## config.mk

```make
export PLATFORM = sky130hd
export DESIGN_NAME = adder
export DESIGN_NICKNAME = d
export VERILOG_FILES = /design/src/rtl/adder.sv
export SDC_FILE = /design/constraint.sdc
export NUM_CORES = 1
export LEC_CHECK = 0
export CAP_MARGIN = 20
export CORE_ASPECT_RATIO = 0.5
export CORE_MARGIN = 2
export CORE_UTILIZATION = 35
export CTS_CLUSTER_DIAMETER = 50
export DETAILED_ROUTE_END_ITERATION = 7
export PLACE_DENSITY = 0.49
export SETUP_SLACK_MARGIN = 0.2
export SLEW_MARGIN = 15
export SYNTH_ARGS = -nofsm -noshare
export SYNTH_HDL_FRONTEND = slang
export SYNTH_SLANG_ARGS = --single-unit
```

## constraint.sdc

```tcl
create_clock -name clk -period 3.75 [get_ports clk]
set_input_delay 0.75 -clock clk [delete_from_list [all_inputs] [get_ports clk]]
set_output_delay 0.75 -clock clk [all_outputs]
set_load 0.02 [all_outputs]
```

## src/rtl/adder.sv

```systemverilog
// IEEE-754 binary32 adder, round-to-nearest-even, multi-cycle FSM
// with strobe/acknowledge handshakes on operand A, operand B and result Z.
module adder (
    input  logic        clk,
    input  logic        rst,
    input  logic [31:0] input_a,
    input  logic        input_a_stb,
    output logic        input_a_ack,
    input  logic [31:0] input_b,
    input  logic        input_b_stb,
    output logic        input_b_ack,
    output logic [31:0] output_z,
    output logic        output_z_stb,
    input  logic        output_z_ack
);

    typedef enum logic [3:0] {
        GET_A, GET_B, UNPACK, SPECIAL, ALIGN, ADD_0,
        ADD_1, NORM_1, NORM_2, ROUND, PACK, PUT_Z
    } state_e;

    localparam logic signed [9:0] EMIN  = -10'sd126;
    localparam logic signed [9:0] EMAX  = 10'sd128;
    localparam logic signed [9:0] EBIAS = 10'sd127;
    localparam logic [31:0]       QNAN  = 32'h7FC00000;

    state_e            state_q, state_d;
    logic [31:0]       a_q, a_d, b_q, b_d, z_q, z_d;
    logic              a_ack_q, a_ack_d, b_ack_q, b_ack_d;
    logic              z_stb_q, z_stb_d;
    logic [26:0]       a_m_q, a_m_d, b_m_q, b_m_d;
    logic signed [9:0] a_e_q, a_e_d, b_e_q, b_e_d, z_e_q, z_e_d;
    logic              a_s_q, a_s_d, b_s_q, b_s_d, z_s_q, z_s_d;
    logic [27:0]       sum_q, sum_d;
    logic [23:0]       z_m_q, z_m_d;
    logic              g_q, g_d, r_q, r_d, st_q, st_d;

    logic              a_nan, b_nan, a_inf, b_inf, a_zero, b_zero;
    logic [7:0]        z_bexp;

    // Significands are {hidden, mantissa[22:0], G, R, S}
    assign a_nan  = (a_e_q == EMAX) && (a_m_q[25:3] != 23'd0);
    assign b_nan  = (b_e_q == EMAX) && (b_m_q[25:3] != 23'd0);
    assign a_inf  = (a_e_q == EMAX) && (a_m_q[25:3] == 23'd0);
    assign b_inf  = (b_e_q == EMAX) && (b_m_q[25:3] == 23'd0);
    assign a_zero = (a_e_q == EMIN) && (a_m_q == 27'd0);
    assign b_zero = (b_e_q == EMIN) && (b_m_q == 27'd0);
    assign z_bexp = 8'(z_e_q + EBIAS);

    assign input_a_ack  = a_ack_q;
    assign input_b_ack  = b_ack_q;
    assign output_z     = z_q;
    assign output_z_stb = z_stb_q;

    always_ff @(posedge clk) begin
        if (rst) begin
            state_q <= GET_A;
            a_q     <= '0;
            b_q     <= '0;
            z_q     <= '0;
            a_ack_q <= 1'b0;
            b_ack_q <= 1'b0;
            z_stb_q <= 1'b0;
            a_m_q   <= '0;
            b_m_q   <= '0;
            a_e_q   <= '0;
            b_e_q   <= '0;
            z_e_q   <= '0;
            a_s_q   <= 1'b0;
            b_s_q   <= 1'b0;
            z_s_q   <= 1'b0;
            sum_q   <= '0;
            z_m_q   <= '0;
            g_q     <= 1'b0;
            r_q     <= 1'b0;
            st_q    <= 1'b0;
        end else begin
            state_q <= state_d;
            a_q     <= a_d;
            b_q     <= b_d;
            z_q     <= z_d;
            a_ack_q <= a_ack_d;
            b_ack_q <= b_ack_d;
            z_stb_q <= z_stb_d;
            a_m_q   <= a_m_d;
            b_m_q   <= b_m_d;
            a_e_q   <= a_e_d;
            b_e_q   <= b_e_d;
            z_e_q   <= z_e_d;
            a_s_q   <= a_s_d;
            b_s_q   <= b_s_d;
            z_s_q   <= z_s_d;
            sum_q   <= sum_d;
            z_m_q   <= z_m_d;
            g_q     <= g_d;
            r_q     <= r_d;
            st_q    <= st_d;
        end
    end

    always_comb begin
        state_d = state_q;
        a_d     = a_q;
        b_d     = b_q;
        z_d     = z_q;
        a_ack_d = a_ack_q;
        b_ack_d = b_ack_q;
        z_stb_d = z_stb_q;
        a_m_d   = a_m_q;
        b_m_d   = b_m_q;
        a_e_d   = a_e_q;
        b_e_d   = b_e_q;
        z_e_d   = z_e_q;
        a_s_d   = a_s_q;
        b_s_d   = b_s_q;
        z_s_d   = z_s_q;
        sum_d   = sum_q;
        z_m_d   = z_m_q;
        g_d     = g_q;
        r_d     = r_q;
        st_d    = st_q;

        case (state_q)
            GET_A: begin
                a_ack_d = 1'b1;
                if (a_ack_q && input_a_stb) begin
                    a_d     = input_a;
                    a_ack_d = 1'b0;
                    state_d = GET_B;
                end
            end
            GET_B: begin
                b_ack_d = 1'b1;
                if (b_ack_q && input_b_stb) begin
                    b_d     = input_b;
                    b_ack_d = 1'b0;
                    state_d = UNPACK;
                end
            end
            UNPACK: begin
                a_s_d = a_q[31];
                b_s_d = b_q[31];
                a_m_d = {(a_q[30:23] != 8'd0), a_q[22:0], 3'b000};
                b_m_d = {(b_q[30:23] != 8'd0), b_q[22:0], 3'b000};
                a_e_d = (a_q[30:23] == 8'd0) ? EMIN
                      : $signed({2'b00, a_q[30:23]}) - EBIAS;
                b_e_d = (b_q[30:23] == 8'd0) ? EMIN
                      : $signed({2'b00, b_q[30:23]}) - EBIAS;
                state_d = SPECIAL;
            end
            SPECIAL: begin
                state_d = PUT_Z;
                if (a_nan || b_nan) begin
                    z_d = QNAN;
                end else if (a_inf && b_inf && (a_s_q != b_s_q)) begin
                    z_d = QNAN;
                end else if (a_inf) begin
                    z_d = {a_s_q, 8'hFF, 23'd0};
                end else if (b_inf) begin
                    z_d = {b_s_q, 8'hFF, 23'd0};
                end else if (a_zero && b_zero) begin
                    z_d = {a_s_q & b_s_q, 31'd0};
                end else if (a_zero) begin
                    z_d = b_q;
                end else if (b_zero) begin
                    z_d = a_q;
                end else begin
                    state_d = ALIGN;
                end
            end
            ALIGN: begin
                // The shifted-out bit folds into the sticky position
                if (a_e_q > b_e_q) begin
                    b_e_d = b_e_q + 10'sd1;
                    b_m_d = {1'b0, b_m_q[26:2], b_m_q[1] | b_m_q[0]};
                end else if (a_e_q < b_e_q) begin
                    a_e_d = a_e_q + 10'sd1;
                    a_m_d = {1'b0, a_m_q[26:2], a_m_q[1] | a_m_q[0]};
                end else begin
                    state_d = ADD_0;
                end
            end
            ADD_0: begin
                z_e_d = a_e_q;
                if (a_s_q == b_s_q) begin
                    sum_d = {1'b0, a_m_q} + {1'b0, b_m_q};
                    z_s_d = a_s_q;
                end else if (a_m_q >= b_m_q) begin
                    sum_d = {1'b0, a_m_q} - {1'b0, b_m_q};
                    z_s_d = (a_m_q == b_m_q) ? 1'b0 : a_s_q;
                end else begin
                    sum_d = {1'b0, b_m_q} - {1'b0, a_m_q};
                    z_s_d = b_s_q;
                end
                state_d = ADD_1;
            end
            ADD_1: begin
                if (sum_q[27]) begin
                    z_m_d = sum_q[27:4];
                    g_d   = sum_q[3];
                    r_d   = sum_q[2];
                    st_d  = sum_q[1] | sum_q[0];
                    z_e_d = z_e_q + 10'sd1;
                end else begin
                    z_m_d = sum_q[26:3];
                    g_d   = sum_q[2];
                    r_d   = sum_q[1];
                    st_d  = sum_q[0];
                end
                state_d = NORM_1;
            end
            NORM_1: begin
                if (!z_m_q[23] && (z_e_q > EMIN)) begin
                    z_e_d = z_e_q - 10'sd1;
                    z_m_d = {z_m_q[22:0], g_q};
                    g_d   = r_q;
                    r_d   = 1'b0;
                end else begin
                    state_d = NORM_2;
                end
            end
            NORM_2: begin
                if (z_e_q < EMIN) begin
                    z_e_d = z_e_q + 10'sd1;
                    z_m_d = {1'b0, z_m_q[23:1]};
                    g_d   = z_m_q[0];
                    r_d   = g_q;
                    st_d  = st_q | r_q;
                end else begin
                    state_d = ROUND;
                end
            end
            ROUND: begin
                if (g_q && (r_q || st_q || z_m_q[0])) begin
                    z_m_d = z_m_q + 24'd1;
                    if (&z_m_q) begin
                        z_e_d = z_e_q + 10'sd1;
                    end
                end
                state_d = PACK;
            end
            PACK: begin
                z_d = {z_s_q, z_bexp, z_m_q[22:0]};
                if ((z_e_q == EMIN) && !z_m_q[23]) begin
                    z_d[30:23] = 8'd0;
                end
                if (z_e_q > EBIAS) begin
                    z_d[30:0] = {8'hFF, 23'd0};
                end
                state_d = PUT_Z;
            end
            PUT_Z: begin
                z_stb_d = 1'b1;
                if (z_stb_q && output_z_ack) begin
                    z_stb_d = 1'b0;
                    state_d = GET_A;
                end
            end
            default: begin
                state_d = GET_A;
            end
        endcase
    end

endmodule

```

---- Yosys cells after proc, flatten, opt, wreduce, memory -nomap -nowiden ----
Index checks and enable logic that the tools add are counted.
storage, ports and cells
  output and inout port bits .............. 35
  bits of input ports ..................... 69
  register bits after elaboration ......... 245
operators by class
  magnitude comparators ................... 6
  bitwise logic cells ..................... 5
  reduce and logical (&&, ||, !) cells .... 47
  eq/ne operators ......................... 34
  add/subtract/negate cells ............... 11
  mux-type cells .......................... 67
operators by type and width
  operator                                         count
  two-way mux 32 bit                               7
  one-hot mux 27 bit (2 select lines)              2
  two-way mux 10 bit                               10
  two-way mux 24 bit                               4
  one-hot mux 24 bit (4 select lines)              1
  two-way mux 27 bit                               3
  one-hot mux 32 bit (2 select lines)              1
  two-way mux 28 bit                               2
  two-way mux 4 bit                                14
  subtractor 27 x 27 -> 28 bit                     2
  zero test 27 bit                                 2
  one-hot mux 10 bit (5 select lines)              1
  one-hot mux 4 bit (12 select lines)              1
  zero test 23 bit                                 2
  nonzero test 23 bit                              2
  one-hot mux 10 bit (2 select lines)              2
  two-way mux 31 bit                               1
  adder 10 x 2 -> 10 bit (second input constant)   3
  == test 10 x 8 -> 1 bit (second input constant)  3
  adder 27 x 27 -> 28 bit                          1
  inequality test 2 bit (second input constant)    14
  == test 27 bit                                   1
  greater-or-equal comparator 27 bit               1
  adder 24 x 1 -> 24 bit (second input constant)   1
  37 further kinds                                 89

---- Longest topological paths before layout ----
Gate-level depths: netlist of run 1.
  word-level depth ........................ 10
  mapped depth ............................ 16
  gate-level depth less buffers ........... 15

---- Worst setup path before layout of run 1 ----
Ideal clock, no wire load.
  path kind ............................... flip-flop to flip-flop
  from .................................... register state_q[1]
  to ...................................... register z_e_q[9]
  path slack .............................. 0.280 ns
  cell stages (with the launch flop) ...... 16
  path buffers ............................ 2
  data arrival time ....................... 3.330 ns
  library setup time ...................... 0.140 ns
  cells stage by stage .................... dfxtp_1 clkbuf_1 clkbuf_1 nor2_1 a21oi_1 ha_1 a21o_1 a21oi_1 o21ai_0 a21oi_1 o21ai_0 a21o_1 a21oi_1 xnor2_1 mux2i_1 o311ai_0
between the ends
  word-level cells in the longest chain between the ends .. 3
ends and longest elaborated chain
  element                                                                       RTL line  source
  start: declaration                                                            27        state_e state_q, state_d;
  start signal: assignment                                                      78        state_q <= state_d;
  == test 4 bit / == test 4 x 3 -> 1 bit (equally long branches)                123       case (state_q)
  nonzero test 5 bit (no line) / inequality test 2 bit (equally long branches)  -
  AND reduction 6 bit (no line)                                                 -
  end signal: assignment                                                        89        z_e_q <= z_e_d;
  end: declaration                                                              32        logic signed [9:0] a_e_q, a_e_d, b_e_q, b_e_d, z_e_q, z_e_d;
Several ways; a longest one is shown, not always the timed one.
A chain may end at the register's enable or synchronous reset.

---- Worst setup path after layout of run 1 ----
  from .................................... register b_m_q[0]
  to ...................................... register sum_q[24]
between the ends
  word-level cells in the longest chain between the ends .. 3
ends and longest elaborated chain
  element                                               RTL line  source
  start: declaration                                    31        logic [26:0] a_m_q, a_m_d, b_m_q, b_m_d;
  start signal: assignment                              86        b_m_q <= b_m_d;
  subtractor 27 x 27 -> 28 bit (tied with other cells)  192       sum_d = {1'b0, b_m_q} - {1'b0, a_m_q};
  two-way mux 28 bit                                    188       end else if (a_m_q >= b_m_q) begin
  two-way mux 28 bit *                                  185       if (a_s_q == b_s_q) begin
  end signal: assignment                                93        sum_q <= sum_d;
  end: declaration                                      34        logic [27:0] sum_q, sum_d;
Mark *: on every way between the ends. The rest lies on a longest branch, timed or not.

==> impl_metrics.ini, run 1 <==
[run_status]
status = complete, no violations

[finish]
fin_nets = 2617
drive_gt1_share_pct = 10.6
antenna_cells = 0
utilization_pct = 42.4
areaGrowthSynthToFinish_pct = 19.2
final_cells = 3102

[logic_synthesis]
synth.cell_area_sq_um = 17300
synth.area.mux_share_pct = 3.65
synth_top_cell_by_area = dfxtp_1
synth_simple_gate_area_share_pct = 23.3
yosys-top-cells-count = nand2_1, dfxtp_1, a21oi_1
postSynthAreaPerCell_sq_um = 7.36
synth-xor-area-share_pct = 2.83
synthAdderAreaFrac_pct = 8.62
yosysSeqAreaShare_pct = 28.3
yosysWarnings = 0
synth_nets = 2539
yosys_register_bits = 245
synth_area_leaders = dfxtp_1, nand2_1, ha_1
synth_compound_area_share_pct = 26.5
synth_top_family_by_area = compound AO/OA/AOI/OAI gates
synth.top_cell.area_share_pct = 28.3
synth-main-ff-cell = dfxtp_1
synth.most_common_cell = nand2_1
synth_edf_count = 0
ys_types = 93
netlist_instances = 2353
async_reset_ff_share_pct = 0

[routing]
viasPerCell = 5.63
vias = 17500
drt_iter0_markers = 1661
antenna_left = 0
dr.pass1.iters = 6
routedWlPerCell_microns = 21.2
drc = 0
drt_wl_total_mm = 65.6

[global_routing]
grt_usage_pct = 25.0
grt_pass1_wl_mm = 102
antenna_found_initial = 0
grt_pass1_vias = 16800
grt_max_degree = 130
grt_overflow = 0

[timing]
slew_headroom_pct = 32.8
min_period_ns = 3.44
fin_crit_sh_pct = 91.8
fmax_mhz = 290
slew_viol_final = 0
finalSetupViolCount = 0
worst_slack_ns = 0.307
hold_viol_final = 0
finalClockSkew_ns = 0.0174
rsz0062_at_grt = no
worst_slew_pin_slew_ns = 0.999
fin_tns_setup_ns = 0

[clocking]
clockBufferDepth = 3
cts_buffers = 29
cts_root_buf = clkbuf_16
cts.sinks = 245
clk_latency_ns = 0.58
htreeDepth = 1
cts_tree = built
hold_buffers = 0
clk_pin_slew_worst_paths_ns = 0.06

[worst_setup_path]
cp.required_ns = 4.20
cp-end-kind = register
critical-path-max-stage-delay_ns = 0.43
arrival_ns = 3.89
critPathKind = register to register
startpoint_type = register
crit_top_cell = o211ai_1
cp_slowest_cell = fa_1
crit_chain = inv_1 > ha_1 > fa_1 > nor2b_1 > o211ai_1 > a22oi_1 > a221o_1 > a221oi_1 > mux2i_1 > a211oi_2 > o311ai_1 > o211ai_1
cp_max_fo = 5
startpoint = b_m_q[0]
r2r-start = b_m_q[0]

[floorplanning]
fp.dieH_microns = 161
ios = 104
core.rowCount = 57
core_sq_um = 48700
die-area_sq_um = 51400
initial_core_util_pct = 35.6
die_w_microns = 319

[min_path]
hp-start = output_z[30]
min_path_type = register to register

[placement]
dp_hpwl_mm = 50.0
port_buffers = 103
place_ws_ns = 0.00848
placedCellCount = 3039
gp_congestion = 0.932

[power_and_ir_drop]
powerDensity_nw_per_um2 = 451
leakage_nw = 7.68
ir_drop_v = 0.000373

[job]
cap_violations = 0
stage by stage:
stage / area [sq um] / hold slack (ns) / total power [mW]
2_1_floorplan: 17300 / 0.439 / 4.81
3_3_place_gp: 19400 / 0.446 / 5.94
3_5_place_dp: 19400 / 0.449 / 5.92
4_1_cts: 20500 / 0.462 / 9.09
5_1_grt: 20600 / 0.471 / 9.77
6_report: 20600 / 0.458 / 9.32
registers in the layout, summed over array words and instances, names as in the netlist, 4 cells and up:
register	count
a_q	32
z_e_q	10
sum_q	28
output_z	32
b_e_q	10
state_q	4
b_q	32
z_m_q	24
a_m_q	27
b_m_q	27
a_e_q	10
layout by cell type, fill, tap and decap left out, drive strengths merged, types with 8 or more instances in the layout:
| cell | netlist | layout |
|---|---|---|
| a2111oi | 8 | 8 |
| a211o | 9 | 9 |
| a211oi | 57 | 57 |
| a21o | 31 | 31 |
| a21oi | 234 | 234 |
| a221o | 9 | 9 |
| a221oi | 9 | 9 |
| a311oi | 57 | 57 |
| a31oi | 17 | 17 |
| and2 | 15 | 15 |
| and3 | 15 | 15 |
| buf | 44 | 123 |
| clkbuf | 136 | 36 |
| clkdlybuf4s50 | 0 | 102 |
| dfxtp | 245 | 245 |
| ha | 113 | 113 |
| inv | 110 | 118 |
| mux2 | 10 | 10 |
| mux2i | 52 | 52 |
| nand2 | 393 | 393 |
| nand2b | 14 | 14 |
| nand3 | 47 | 47 |
| nand4 | 21 | 21 |
| nor2 | 226 | 226 |
| nor2b | 23 | 23 |
| nor3 | 59 | 60 |
| nor4 | 22 | 22 |
| o211ai | 38 | 38 |
| o21ai | 113 | 113 |
| o21bai | 19 | 19 |
| o22ai | 14 | 14 |
| o31ai | 9 | 9 |
| or2 | 10 | 10 |
| or3 | 15 | 15 |
| xnor2 | 39 | 39 |
| xor2 | 17 | 17 |
report_power, final:
| group | internal, mW | switching [mW] |
|---|---|---|
| sequential | 2.69 | 0.109 |
| clock | 1.76 | 1.30 |
| combinational | 1.41 | 2.05 |
| total | 5.86 | 3.46 |
worst max-delay path, delay by kind of cell, from the launching register on:
family,cells,cell delay [ns]
AO/OA/AOI/OAI,7,1.62
adder cells (fa/ha/maj),2,0.65
flip-flops,1,0.40
multiplexers,1,0.38
AND/OR/NAND/NOR,1,0.20
buffers and inverters,1,0.06
final cells by class:
class,count,area (sq um)
clock buffer,35,768
clock inverter,18,234
fill,5139,28100
inverter,110,413
multi-input combinational,1819,11400
sequential,245,4920
tap,649,812
timing repair buffer,226,2060
repair_timing:
| action | CTS | global route |
|---|---|---|
| cloned | 0 | 1 |
| endpoints found under the hold margin | 0 | 0 |
| setup endpoints to repair | 11 | 22 |
| resized for setup | 2 | 39 |
| buffers inserted | 4 | 5 |
| pin swaps | 1 | 8 |
worst paths after layout:
check,end,slack (ns),depth (start not counted)
max,sum_q[24],0.31,12
min,output_z[30],0.46,2
max reg2reg,sum_q[24],0.31,12
min reg2reg,output_z[30],0.46,2
cell families (layout without fill, tap and decap cells):
family	count (synthesis)	in the layout
simple gates	893	894
mux	62	62
compound gates	690	690
flops	245	245
buf+inv	290	389
xor+xnor	56	56
fa+ha+maj	117	117
per-layer routing:
metal	track usage [%]	up-vias	wire length, microns
li1	-	8531	-
met1	37.2	8358	32600
met2	38.1	512	27700
met3	3.60	66	4010
met4	5.17	0	1350
met5	0	-	0
(Power assumes the default switching activity.)
==> inputs of run 2 (changes only) <==
CORE_UTILIZATION = 45   (was 35)
PLACE_DENSITY = 0.6   (was 0.49)
==> impl_metrics.ini, run 2 (synthesized netlist as in run 1, its figures left out) <==
[run_status]
status = complete, no violations

[global_routing]
grt_max_degree = 132
antenna_found_initial = 0
grt_overflow = 0
grt_usage_pct = 30.7
grt_pass1_wl_mm = 96.5
grt_pass1_vias = 16200

[finish]
fin_nets = 2613
areaGrowthSynthToFinish_pct = 18.3
layout_common_cells = nand2_1, dfxtp_1, a21oi_1, nor2_1, buf_4
regArea_sq_um = 4920
drive_gt1_share_pct = 11.0
antenna_cells = 0
utilization_pct = 54.4
multi_input_area_sq_um = 11500
fillers = 3716
mostFrequentLayoutCell = nand2_1

[timing]
rsz0062_at_grt = yes
fin_tns_setup_ns = 0
fmax_mhz = 290
slew_headroom_pct = 36.0
finalSetupViolCount = 0
worst_slew_pin_slew_ns = 0.960
min_period_ns = 3.44
finalClockSkew_ns = 0.0244
hold_viol_final = 0
fin_crit_sh_pct = 91.8
slew_viol_final = 0

[routing]
vias = 17700
drt_iter0_markers = 1962
dr.pass1.iters = 5
drt_wl_total_mm = 62.3
antenna_left = 0
routedWlPerCell_microns = 21.0
drc = 0
viasPerCell = 5.97

[clocking]
clk_latency_ns = 0.59
cts_tree = built
cts_root_buf = clkbuf_16
clockBufferDepth = 3
htreeDepth = 1
clk_pin_slew_worst_paths_ns = 0.07
cts_buffers = 29
cts.sinks = 245

[power_and_ir_drop]
powerDensity_nw_per_um2 = 451
leakage_nw = 7.65
ir_drop_v = 0.000320

[placement]
gp_congestion = 0.957
port_buffers = 103
dp_hpwl_mm = 47.3

[floorplanning]
ios = 104
die-area_sq_um = 40200
core_sq_um = 37700
core.rowCount = 50
initial_core_util_pct = 46.0
die_w_microns = 281
fp.dieH_microns = 143

[worst_setup_path]
arrival_ns = 3.93
critPathKind = register to register
cp_max_fo = 11
cp-end-kind = register
cp.required_ns = 4.24
startpoint_type = register

[job]
cap_violations = 0

[min_path]
min_path_type = register to register
-- run 2: final timing paths --
path	cells past startpoint	slack [ns]	startpoint	end
min reg2reg	2	0.46	output_z[30]	output_z[30]
max	14	0.31	a_m_q[0]	sum_q[6]
max reg2reg	14	0.31	a_m_q[0]	sum_q[6]
min	2	0.46	output_z[30]	output_z[30]
-- run 2: report_power, final --
group / switching (mW) / internal (mW)
combinational: 2.06 / 1.47
sequential: 0.118 / 2.69
clock: 1.32 / 1.59
-- run 2: layer usage --
layer | global-route usage (%) | routed length (microns) | up-vias
met1 | 46.7 | 30700 | 8430
met2 | 44.2 | 25300 | 663
li1 | - | - | 8533
met4 | 7.78 | 1590 | 0
met3 | 4.99 | 4750 | 91
met5 | 0 | 0 | -
-- run 2: final cells by class --
type / instances / area share, %
well taps: 520 / 3.18
flip-flops and latches: 245 / 24.0
clock inverters: 19 / 0.910
multi-input cells: 1818 / 56.0
repair buffers: 223 / 10.1
inverters: 110 / 2.02
clock buffers: 34 / 3.78
-- run 2: through the flow --
step | total power [mW] | hold slack [ns] | area, sq um | worst slack, ns | std cells
floorplan | 4.81 | 0.439 | 17300 | 0.280 | 2353
global placement | 5.93 | 0.444 | 19200 | 0.161 | 2904
detailed placement | 5.92 | 0.450 | 19200 | 0.110 | 2904
CTS | 9.00 | 0.465 | 20200 | 0.233 | 2961
global route | 9.65 | 0.492 | 20500 | 0.140 | 2969
finish | 9.24 | 0.460 | 20500 | 0.307 | 2969
-- run 2: worst max-delay path, cell delays in order, from the launching register on --
cell and delay [ns]:
dfxtp_1 0.34, inv_1 0.09, ha_2 0.20, fa_2 0.22, nand2b_4 0.14, a21oi_2 0.09
o41ai_4 0.50, a211oi_4 0.15, or3_4 0.43, buf_6 0.17, or3b_1 0.39, o311ai_2 0.10
a41oi_2 0.16, xnor2_1 0.16, a211oi_1 0.20
-- run 2: timing repair --
item	CTS	global route
setup buffers	4	8
pin swaps	1	14
resized for setup	6	45
hold buffers	0	0
hold endpoints to repair	0	0
setup endpoints to repair	6	21
